$ cat src/rtl/sound_mem_pkg.sv
// ---------------------------------------------------------------------------
// sound_mem_pkg
// Shared types and constants for the sound-RAM arbiter.
//   sound_mem_state_t         : arbiter state machine encoding
//   SOUND_MEM_BASE            : upper 7 bits of the 21-bit SDRAM word address
//   SOUND_MEM_TIMEOUT_DEFAULT : default wait budget before abandoning a transaction
//   sound_wr_entry_t          : one queued GLU write {addr, data}
//   lane_mask()               : one-hot byte enable for a byte lane
// ---------------------------------------------------------------------------
`timescale 1ns/1ps

package sound_mem_pkg;

    typedef enum logic [1:0] {
        ST_IDLE    = 2'd0,
        ST_RD_WAIT = 2'd1,
        ST_WR_WAIT = 2'd2
    } sound_mem_state_t;

    // Sound RAM sits at byte 0x4_0000, i.e. word address 0x1_0000.
    localparam logic [6:0] SOUND_MEM_BASE = 7'b0000100;

    localparam int SOUND_MEM_TIMEOUT_DEFAULT = 255;

    typedef struct packed {
        logic [15:0] addr;
        logic [7:0]  data;
    } sound_wr_entry_t;

    function automatic logic [3:0] lane_mask(input logic [1:0] lane);
        return 4'b0001 << lane;
    endfunction

endpackage

$ cat src/rtl/sound_wr_fifo.sv
// ---------------------------------------------------------------------------
// sound_wr_fifo
// Small synchronous FIFO that absorbs non-stallable GLU write strobes.
//   i_clk, i_rst_n : clock, synchronous active-low reset
//   i_push, i_data : write side; ignored when full unless popped the same cycle
//   i_pop, o_data  : read side; o_data is the current head (valid when !o_empty)
//   o_full, o_empty, o_count : registered occupancy after this cycle's push/pop
// ---------------------------------------------------------------------------
`timescale 1ns/1ps

module sound_wr_fifo #(
    parameter int  DEPTH = 4,
    parameter type T     = logic [23:0]
) (
    input  logic                     i_clk,
    input  logic                     i_rst_n,
    input  logic                     i_push,
    input  T                         i_data,
    input  logic                     i_pop,
    output T                         o_data,
    output logic                     o_full,
    output logic                     o_empty,
    output logic [$clog2(DEPTH):0]   o_count
);

    localparam int AW = $clog2(DEPTH);
    localparam int CW = AW + 1;

    T               r_mem [DEPTH];
    logic [AW-1:0]  r_wr_ptr;
    logic [AW-1:0]  r_rd_ptr;
    logic [CW-1:0]  r_count;
    logic           r_full;
    logic           r_empty;

    logic           w_pop;
    logic           w_push;
    logic [CW-1:0]  w_count_next;

    // A pop frees the slot a simultaneous push needs, so push-while-full is
    // accepted whenever the head leaves in the same cycle.
    assign w_pop  = i_pop && !r_empty;
    assign w_push = i_push && (!r_full || w_pop);

    always_comb begin
        w_count_next = r_count + CW'(w_push) - CW'(w_pop);
    end

    // Storage has no reset; only pointers and flags define validity.
    always_ff @(posedge i_clk) begin
        if (w_push) begin
            r_mem[r_wr_ptr] <= i_data;
        end
    end

    always_ff @(posedge i_clk) begin
        if (!i_rst_n) begin
            r_wr_ptr <= '0;
            r_rd_ptr <= '0;
            r_count  <= '0;
            r_full   <= 1'b0;
            r_empty  <= 1'b1;
        end else begin
            if (w_push) r_wr_ptr <= r_wr_ptr + AW'(1);
            if (w_pop)  r_rd_ptr <= r_rd_ptr + AW'(1);
            r_count <= w_count_next;
            r_full  <= (w_count_next == CW'(DEPTH));
            r_empty <= (w_count_next == '0);
        end
    end

    assign o_data  = r_mem[r_rd_ptr];
    assign o_full  = r_full;
    assign o_empty = r_empty;
    assign o_count = r_count;

endmodule

$ cat src/rtl/sound_mem_arbiter.sv
// ---------------------------------------------------------------------------
// sound_mem_arbiter
// Shares one SDRAM client port between GLU sound-RAM writes (queued in a
// write FIFO) and DOC5503 wavetable reads (one pending request register).
// Reads win unless the write FIFO is full. One transaction outstanding.
//   clk_logic, system_reset_n      : clock, synchronous active-low reset
//   glu_wr_i/addr/data             : one-cycle write strobe into the FIFO
//   glu_full_o, glu_drop_o         : FIFO full flag, dropped-write pulse
//   doc_rd_i/addr, doc_data_o/ready: wave fetch request and byte response
//   mem_*                          : SDRAM port (issue pulses, word address,
//                                    replicated write data, byte enables,
//                                    read word, completion pulse)
//   timeout_cnt_o                  : saturating count of abandoned transactions
// ---------------------------------------------------------------------------
`timescale 1ns/1ps

module sound_mem_arbiter
    import sound_mem_pkg::*;
#(
    parameter int         WFIFO_DEPTH    = 4,
    parameter int         TIMEOUT_CYCLES = SOUND_MEM_TIMEOUT_DEFAULT,
    parameter logic [6:0] MEM_BASE       = SOUND_MEM_BASE
) (
    input  logic         clk_logic,
    input  logic         system_reset_n,
    input  logic         glu_wr_i,
    input  logic [15:0]  glu_addr_i,
    input  logic [7:0]   glu_data_i,
    output logic         glu_full_o,
    output logic         glu_drop_o,
    input  logic         doc_rd_i,
    input  logic [15:0]  doc_addr_i,
    output logic [7:0]   doc_data_o,
    output logic         doc_ready_o,
    output logic [20:0]  mem_addr_o,
    output logic         mem_rd_o,
    output logic         mem_wr_o,
    output logic [31:0]  mem_data_o,
    output logic [3:0]   mem_byte_en_o,
    input  logic [31:0]  mem_q_i,
    input  logic         mem_ready_i,
    output logic [7:0]   timeout_cnt_o
);

    localparam int CNT_W  = $clog2(WFIFO_DEPTH) + 1;
    localparam int WAIT_W = $clog2(TIMEOUT_CYCLES + 1);

    // ---------------- registers ----------------
    sound_mem_state_t r_state;
    logic             r_rd_pend;
    logic [15:0]      r_rd_addr;
    logic [1:0]       r_lane;
    logic [20:0]      r_mem_addr;
    logic [31:0]      r_mem_data;
    logic [3:0]       r_mem_be;
    logic             r_mem_rd;
    logic             r_mem_wr;
    logic [7:0]       r_doc_data;
    logic             r_doc_ready;
    logic             r_drop;
    logic [WAIT_W-1:0] r_wait_cnt;
    logic [7:0]       r_tmo_cnt;

    // ---------------- wires ----------------
    sound_wr_entry_t  w_push_entry;
    sound_wr_entry_t  w_head;
    logic             w_fifo_full;
    logic             w_fifo_empty;
    logic [CNT_W-1:0] w_fifo_count;
    logic             w_fifo_at_cap;
    logic             w_idle;
    logic             w_rd_pending;
    logic [15:0]      w_rd_addr;
    logic             w_issue_rd;
    logic             w_issue_wr;
    logic             w_ready_ok;
    logic             w_wait_done;
    logic             w_drop;
    logic [7:0]       w_q_lane;

    assign w_push_entry.addr = glu_addr_i;
    assign w_push_entry.data = glu_data_i;

    sound_wr_fifo #(
        .DEPTH (WFIFO_DEPTH),
        .T     (sound_wr_entry_t)
    ) u_wr_fifo (
        .i_clk   (clk_logic),
        .i_rst_n (system_reset_n),
        .i_push  (glu_wr_i),
        .i_data  (w_push_entry),
        .i_pop   (w_issue_wr),
        .o_data  (w_head),
        .o_full  (w_fifo_full),
        .o_empty (w_fifo_empty),
        .o_count (w_fifo_count)
    );

    assign w_fifo_at_cap = (w_fifo_count == CNT_W'(WFIFO_DEPTH));
    assign w_idle        = (r_state == ST_IDLE);

    // A request arriving while idle is issued straight from the port, which
    // gives the single-cycle doc_rd_i -> mem_rd_o path. An already pending
    // request is older and goes first; the new one then stays pending.
    assign w_rd_pending = r_rd_pend | doc_rd_i;
    assign w_rd_addr    = r_rd_pend ? r_rd_addr : doc_addr_i;

    // A full FIFO can lose GLU writes, so it outranks the DOC.
    assign w_issue_wr = w_idle && !w_fifo_empty && (w_fifo_at_cap || !w_rd_pending);
    assign w_issue_rd = w_idle && w_rd_pending && !w_fifo_at_cap;

    // Completion in the issue cycle itself is not legal and is ignored.
    assign w_ready_ok  = mem_ready_i && !(r_mem_rd || r_mem_wr);
    assign w_wait_done = (r_wait_cnt == WAIT_W'(TIMEOUT_CYCLES - 1));

    assign w_drop   = glu_wr_i && w_fifo_full && !w_issue_wr;
    assign w_q_lane = mem_q_i[{r_lane, 3'b000} +: 8];

    always_ff @(posedge clk_logic) begin
        if (!system_reset_n) begin
            r_state     <= ST_IDLE;
            r_rd_pend   <= 1'b0;
            r_rd_addr   <= '0;
            r_lane      <= '0;
            r_mem_addr  <= '0;
            r_mem_data  <= '0;
            r_mem_be    <= 4'b1111;
            r_mem_rd    <= 1'b0;
            r_mem_wr    <= 1'b0;
            r_doc_data  <= '0;
            r_doc_ready <= 1'b0;
            r_drop      <= 1'b0;
            r_wait_cnt  <= '0;
            r_tmo_cnt   <= '0;
        end else begin
            r_mem_rd    <= 1'b0;
            r_mem_wr    <= 1'b0;
            r_doc_ready <= 1'b0;
            r_drop      <= w_drop;

            // Request register: a fresh doc_rd_i outlives a same-cycle issue.
            if (w_issue_rd) begin
                r_rd_pend <= doc_rd_i && r_rd_pend;
            end else if (doc_rd_i) begin
                r_rd_pend <= 1'b1;
            end
            if (doc_rd_i) begin
                r_rd_addr <= doc_addr_i;
            end

            case (r_state)
                ST_IDLE: begin
                    if (w_issue_wr) begin
                        r_mem_wr   <= 1'b1;
                        r_mem_addr <= {MEM_BASE, w_head.addr[15:2]};
                        r_mem_data <= {4{w_head.data}};
                        r_mem_be   <= lane_mask(w_head.addr[1:0]);
                        r_wait_cnt <= '0;
                        r_state    <= ST_WR_WAIT;
                    end else if (w_issue_rd) begin
                        r_mem_rd   <= 1'b1;
                        r_mem_addr <= {MEM_BASE, w_rd_addr[15:2]};
                        r_mem_be   <= 4'b1111;
                        r_lane     <= w_rd_addr[1:0];
                        r_wait_cnt <= '0;
                        r_state    <= ST_RD_WAIT;
                    end
                end

                ST_RD_WAIT: begin
                    if (w_ready_ok) begin
                        r_doc_data  <= w_q_lane;
                        r_doc_ready <= 1'b1;
                        r_state     <= ST_IDLE;
                    end else if (w_wait_done) begin
                        // Midscale keeps the DOC output silent-ish on a lost fetch.
                        r_doc_data  <= 8'h80;
                        r_doc_ready <= 1'b1;
                        if (r_tmo_cnt != 8'hFF) r_tmo_cnt <= r_tmo_cnt + 8'd1;
                        r_state     <= ST_IDLE;
                    end else begin
                        r_wait_cnt <= r_wait_cnt + WAIT_W'(1);
                    end
                end

                ST_WR_WAIT: begin
                    if (w_ready_ok) begin
                        r_state <= ST_IDLE;
                    end else if (w_wait_done) begin
                        if (r_tmo_cnt != 8'hFF) r_tmo_cnt <= r_tmo_cnt + 8'd1;
                        r_state <= ST_IDLE;
                    end else begin
                        r_wait_cnt <= r_wait_cnt + WAIT_W'(1);
                    end
                end

                default: r_state <= ST_IDLE;
            endcase
        end
    end

    assign glu_full_o    = w_fifo_full;
    assign glu_drop_o    = r_drop;
    assign doc_data_o    = r_doc_data;
    assign doc_ready_o   = r_doc_ready;
    assign mem_addr_o    = r_mem_addr;
    assign mem_rd_o      = r_mem_rd;
    assign mem_wr_o      = r_mem_wr;
    assign mem_data_o    = r_mem_data;
    assign mem_byte_en_o = r_mem_be;
    assign timeout_cnt_o = r_tmo_cnt;

endmodule

$ cat config.mk
export PLATFORM = sky130hd
export DESIGN_NAME = sound_mem_arbiter
export DESIGN_NICKNAME = d
export VERILOG_FILES = /design/src/rtl/sound_mem_pkg.sv /design/src/rtl/sound_wr_fifo.sv /design/src/rtl/sound_mem_arbiter.sv
export SDC_FILE = /design/constraint.sdc
export NUM_CORES = 1
export LEC_CHECK = 0
export ABC_AREA = 1
export BUFFER_PORTS_ARGS = -buffer_cell sky130_fd_sc_hd__buf_2
export CAP_MARGIN = 5
export CORE_MARGIN = 2
export CORE_UTILIZATION = 55
export CTS_CLUSTER_SIZE = 16
export DETAILED_ROUTE_END_ITERATION = 16
export PLACE_DENSITY_LB_ADDON = 0.08
export SETUP_SLACK_MARGIN = 0.2
export SYNTH_ARGS = -nofsm -noshare
export SYNTH_HDL_FRONTEND = slang
export SYNTH_SLANG_ARGS = --single-unit
$ cat constraint.sdc
create_clock -name clk_logic -period 3.1 [get_ports clk_logic]
set_clock_uncertainty 0.1 [all_clocks]
set_input_delay 0.31 -clock clk_logic [delete_from_list [all_inputs] [get_ports clk_logic]]
set_output_delay 0.31 -clock clk_logic [all_outputs]
set_load 0.01 [all_outputs]
==> impl_summary.md <==
Timing
After layout, the minimum clock period comes to 2670 ps. The fmax is 375 MHz. The final-report max-slew violation count is 0.

The share of the clock period used by the worst path is 0.861. The number of endpoints failing setup at the final stage is 0. Across all setup checks in the final design, the least slack found is 430 ps. Headroom to the max-slew limit came out at 0.496.

The transition at the pin with the smallest max-transition slack is 756 ps. Setup repair after global routing left no endpoint under its margin. In the final timing run, aggregate negative setup slack is 0 ps. The number of failing hold endpoints at the final stage is 0.

CTS
The number of buffers created by CTS is 17. Once the clock tree was built, the setup fixing pass inserted 0 buffers. The later pin in the worst-skew pair is clocked with a latency of 430 ps. The tree built by TritonCTS fans out to 183 sinks. The H-tree generated during clock tree synthesis spans 4 levels. Clock-pin slew was measured on the worst setup and hold paths at 70 ps. The cell at the root of the clock tree is sky130_fd_sc_hd__clkbuf_16. TritonCTS built the clock tree. The deepest clock path buffer count is 2.

Routing
The number of vias per cell after detailed routing is 5.11. The final wirelength is 17.5 mm. The number of detailed-route iterations in the first pass is 5. The met3 wirelength from detailed routing is 866 um.

The total routed wire length on the met1 layer is 8.20 mm. For this run, design rule violations remaining after detail routing come to 0. The detailed-routed wire length on met2 is 8.23 mm. After detailed routing, no signal wire sits above met4. The detailed router finished its first iteration with 558 violations. The number of nets with antenna violations after routing is 0.

In the final routed layout, each cell accounts on average for 14.4 um. The final route contains 6214 vias.

Global route
The pin count of the biggest net entering global routing is 65. The number of global-route vias before repair is 5624. Global routing finished with a remaining overflow of 0. The number of antenna violations at the first check in global routing is 0. The total global-route track usage is 0.229.

The first global-routing pass estimated 28.6 mm of wire.

Worst hold path
The path class of the tightest hold or removal check is primary input to flop. The cell depth of the worst hold path is 1.

Power
Overall power consumption after layout is estimated at 7970 uW. IR analysis of the VDD net gives a maximum drop of 0.627 mV. The static power due to leakage is 0.00403 uW.

In this run the power density over the cells is 841 nW/um2.

Placement
Once placement completed, the tool counted placed cells totaling 1161. The placer congestion estimate is 0.794. The number of buffers inserted by port buffering is 148. The worst slack after detailed placement is 438 ps. Once detailed placement completed, the half-perimeter wirelength came to 11.1 mm.

Worst setup path
The worst setup path is captured at a flop. The critical setup path kind is flop to flop. The worst endpoint data arrival time is 2920 ps. For the worst flop-to-flop path, the logic depth is 12. Across all register-to-register paths, the minimum setup slack is 430 ps. The required time at the worst-slack endpoint is 3350 ps. The maximum fanout encountered on the critical timing path is 11.

The sort of element at the start of the critical path is a flop.

Logic synthesis
A synthesized cell averages 9.09 um2. In this run, synthesis inferred 96 flip-flops with an integrated enable. The share of flip-flops with an asynchronous set or reset after synthesis is 0. The flip-flop and latch count after synthesis is 183. In the synthesized netlist the dominant register cell turns out to be sky130_fd_sc_hd__edfxtp_1. Yosys attributes the largest share of cell area to sky130_fd_sc_hd__edfxtp_1 (36%), sky130_fd_sc_hd__dfxtp_1 (22%), sky130_fd_sc_hd__o21ai_0 (7.5%).

Of the post-synthesis cell area, the dominant cell type holds 0.358. In this run the cell area of the synthesized design comes to 8050 um2. In this run, distinct cell masters in the synthesized netlist total 38. The cell accounting for the most synthesized area is sky130_fd_sc_hd__edfxtp_1. The share of the yosys chip area belonging to registers is 0.575. The number of cells produced by synthesis is 885. The Yosys step of the flow raised 0 warnings.

Die
The number of rows in the core area is 44. The starting density of the core is 0.558. The floorplan die area is 15600 um2.

From bottom edge to top edge, the die measures 125 um. The area of the core region is 14400 um2. The top-level I/O count is 155. Measured along the x axis, the die boundary spans 125 um.

Final layout
The repair_antennas step left the layout with diodes totalling 0. The fraction of final layout cells sized beyond drive strength 1 is 0.213. The area added between synthesis and finish is 17.8%. The non-filler instance count after layout is 1215. The fill cell total of the finished layout is 1179.

The number of nets in the layout is 1108.

Status
The run finished with clean final reports.

Run
The max-capacitance violation count is 0.
kinds of logic (layout without fill, tap and decap cells):
kind of cell,Yosys count,in the layout,synth area share
simple gates,364,364,0.190
compound gates,193,193,0.124
flops,183,183,0.575
buf+inv,124,265,0.0821
fa+ha+maj,13,13,0.0212
xor+xnor,7,7,0.00762
other cells,1,6,0.000466
stage by stage:
stage | hold slack [ps] | instance area, um2 | util
after floorplan | 309 | 8060 | -
after global placement | 346 | 8690 | 0.602
final | 15.3 | 9470 | 0.657
after global routing | 7.66 | 9470 | 0.657
after CTS | 4.09 | 9470 | 0.657
after detailed placement | 355 | 8690 | 0.602
synthesized netlist by cell type, types with 2 or more instances:
master and number:
sky130_fd_sc_hd__nand4_1 2, sky130_fd_sc_hd__xnor2_1 5, sky130_fd_sc_hd__nand2_1 158, sky130_fd_sc_hd__buf_4 32, sky130_fd_sc_hd__dfxtp_1 87, sky130_fd_sc_hd__o21ai_1 11
sky130_fd_sc_hd__nand2_4 6, sky130_fd_sc_hd__edfxtp_1 96, sky130_fd_sc_hd__inv_1 44, sky130_fd_sc_hd__nor2_2 3, sky130_fd_sc_hd__o22ai_1 21, sky130_fd_sc_hd__clkbuf_1 21
sky130_fd_sc_hd__nor2_1 153, sky130_fd_sc_hd__nor2_4 2, sky130_fd_sc_hd__buf_2 15, sky130_fd_sc_hd__xor2_1 2, sky130_fd_sc_hd__o21ai_0 121, sky130_fd_sc_hd__buf_6 5
sky130_fd_sc_hd__or2_2 2, sky130_fd_sc_hd__nand3_1 31, sky130_fd_sc_hd__nand2_2 3, sky130_fd_sc_hd__inv_2 2, sky130_fd_sc_hd__a21oi_1 37, sky130_fd_sc_hd__ha_1 12
worst max-delay path: stages, from the launching register on:
cell,delay (ps)
sky130_fd_sc_hd__dfxtp_1,380
sky130_fd_sc_hd__inv_1,70
sky130_fd_sc_hd__ha_1,250
sky130_fd_sc_hd__inv_1,80
sky130_fd_sc_hd__nor2_2,50
sky130_fd_sc_hd__nand2_4,150
sky130_fd_sc_hd__clkinv_2,80
sky130_fd_sc_hd__ha_1,270
sky130_fd_sc_hd__inv_1,40
sky130_fd_sc_hd__ha_1,200
sky130_fd_sc_hd__fa_1,460
sky130_fd_sc_hd__or2_2,320
sky130_fd_sc_hd__nor3_1,160
what timing repair did:
| item | 4_1_cts | 5_1_grt |
|---|---|---|
| endpoints found under the hold margin | 88 | 0 |
| endpoints found under the setup margin | 0 | 0 |
| resized for setup | 0 | 0 |
| hold buffers | 22 | 0 |
final timing paths:
path,start,to
worst max-delay path,r_state[0]$_SDFFE_PN0P_,u_wr_fifo.o_full$_SDFF_PN0_
worst min-delay path,glu_addr_i[15],u_wr_fifo.r_mem[1][23]$_DFFE_PP_
worst min register to register,doc_data_o[1]$_SDFFE_PN0P_,doc_data_o[1]$_SDFFE_PN0P_
worst max register to register,r_state[0]$_SDFFE_PN0P_,u_wr_fifo.o_full$_SDFF_PN0_
flip-flops by register name, indices dropped and copies added, names as in the netlist, named ones only:
name,flops
u_wr_fifo.r_mem,96
r_rd_addr,16
mem_addr_o,15
doc_data_o,8
mem_data_o,8
r_wait_cnt,8
timeout_cnt_o,8
mem_byte_en_o,4
u_wr_fifo.o_count,3
r_lane,2
r_state,2
u_wr_fifo.r_rd_ptr,2
u_wr_fifo.r_wr_ptr,2
doc_ready_o,1
glu_drop_o,1
mem_rd_o,1
mem_wr_o,1
r_rd_pend,1
u_wr_fifo.o_empty,1
u_wr_fifo.o_full,1
cell usage in the layout, fill, tap and decap left out, types with 2 or more instances in the layout:
cell type,netlist,final
sky130_fd_sc_hd__nor2_1,153,149
sky130_fd_sc_hd__clkinv_2,1,3
sky130_fd_sc_hd__buf_2,15,148
sky130_fd_sc_hd__xnor2_1,5,5
sky130_fd_sc_hd__a21oi_1,37,37
sky130_fd_sc_hd__inv_6,1,4
sky130_fd_sc_hd__nand2_4,6,6
sky130_fd_sc_hd__clkbuf_1,21,2
sky130_fd_sc_hd__buf_4,32,13
sky130_fd_sc_hd__nand3_1,31,31
sky130_fd_sc_hd__nor2_2,3,7
sky130_fd_sc_hd__clkbuf_16,0,17
sky130_fd_sc_hd__o21ai_1,11,11
sky130_fd_sc_hd__nand2_2,3,3
sky130_fd_sc_hd__nand4_1,2,2
sky130_fd_sc_hd__edfxtp_1,96,96
sky130_fd_sc_hd__o22ai_1,21,21
sky130_fd_sc_hd__o21ai_0,121,121
sky130_fd_sc_hd__inv_2,2,2
sky130_fd_sc_hd__xor2_1,2,2
sky130_fd_sc_hd__clkinv_4,1,7
sky130_fd_sc_hd__dlygate4sd3_1,0,22
sky130_fd_sc_hd__ha_1,12,12
sky130_fd_sc_hd__or2_2,2,2
sky130_fd_sc_hd__nand2_1,158,158
sky130_fd_sc_hd__conb_1,1,6
sky130_fd_sc_hd__nor2_4,2,2
sky130_fd_sc_hd__dfxtp_1,87,87
sky130_fd_sc_hd__inv_1,44,44
where the power goes:
part,total [uW],switching [uW],internal (uW)
clock network,2050,912,1140
logic,2620,1710,917
registers,3290,283,3010
area by class of cell:
type	count	area, um2	share of cell area
sequential	183	4620	0.488
clock inverter	12	119	0.0125
clock buffer	20	447	0.0471
inverter	50	206	0.0218
multi-input combinational	583	2790	0.294
tap	184	230	0.0243
timing repair buffer	183	1060	0.112
routing by layer:
| metal | vias up | track usage |
|---|---|---|
| li1 | 3179 | - |
| met1 | 2865 | 0.324 |
| met2 | 152 | 0.362 |
| met3 | 18 | 0.0471 |
| met4 | 0 | 0.0654 |
| met5 | - | 0 |
(Power assumes the default switching activity.)
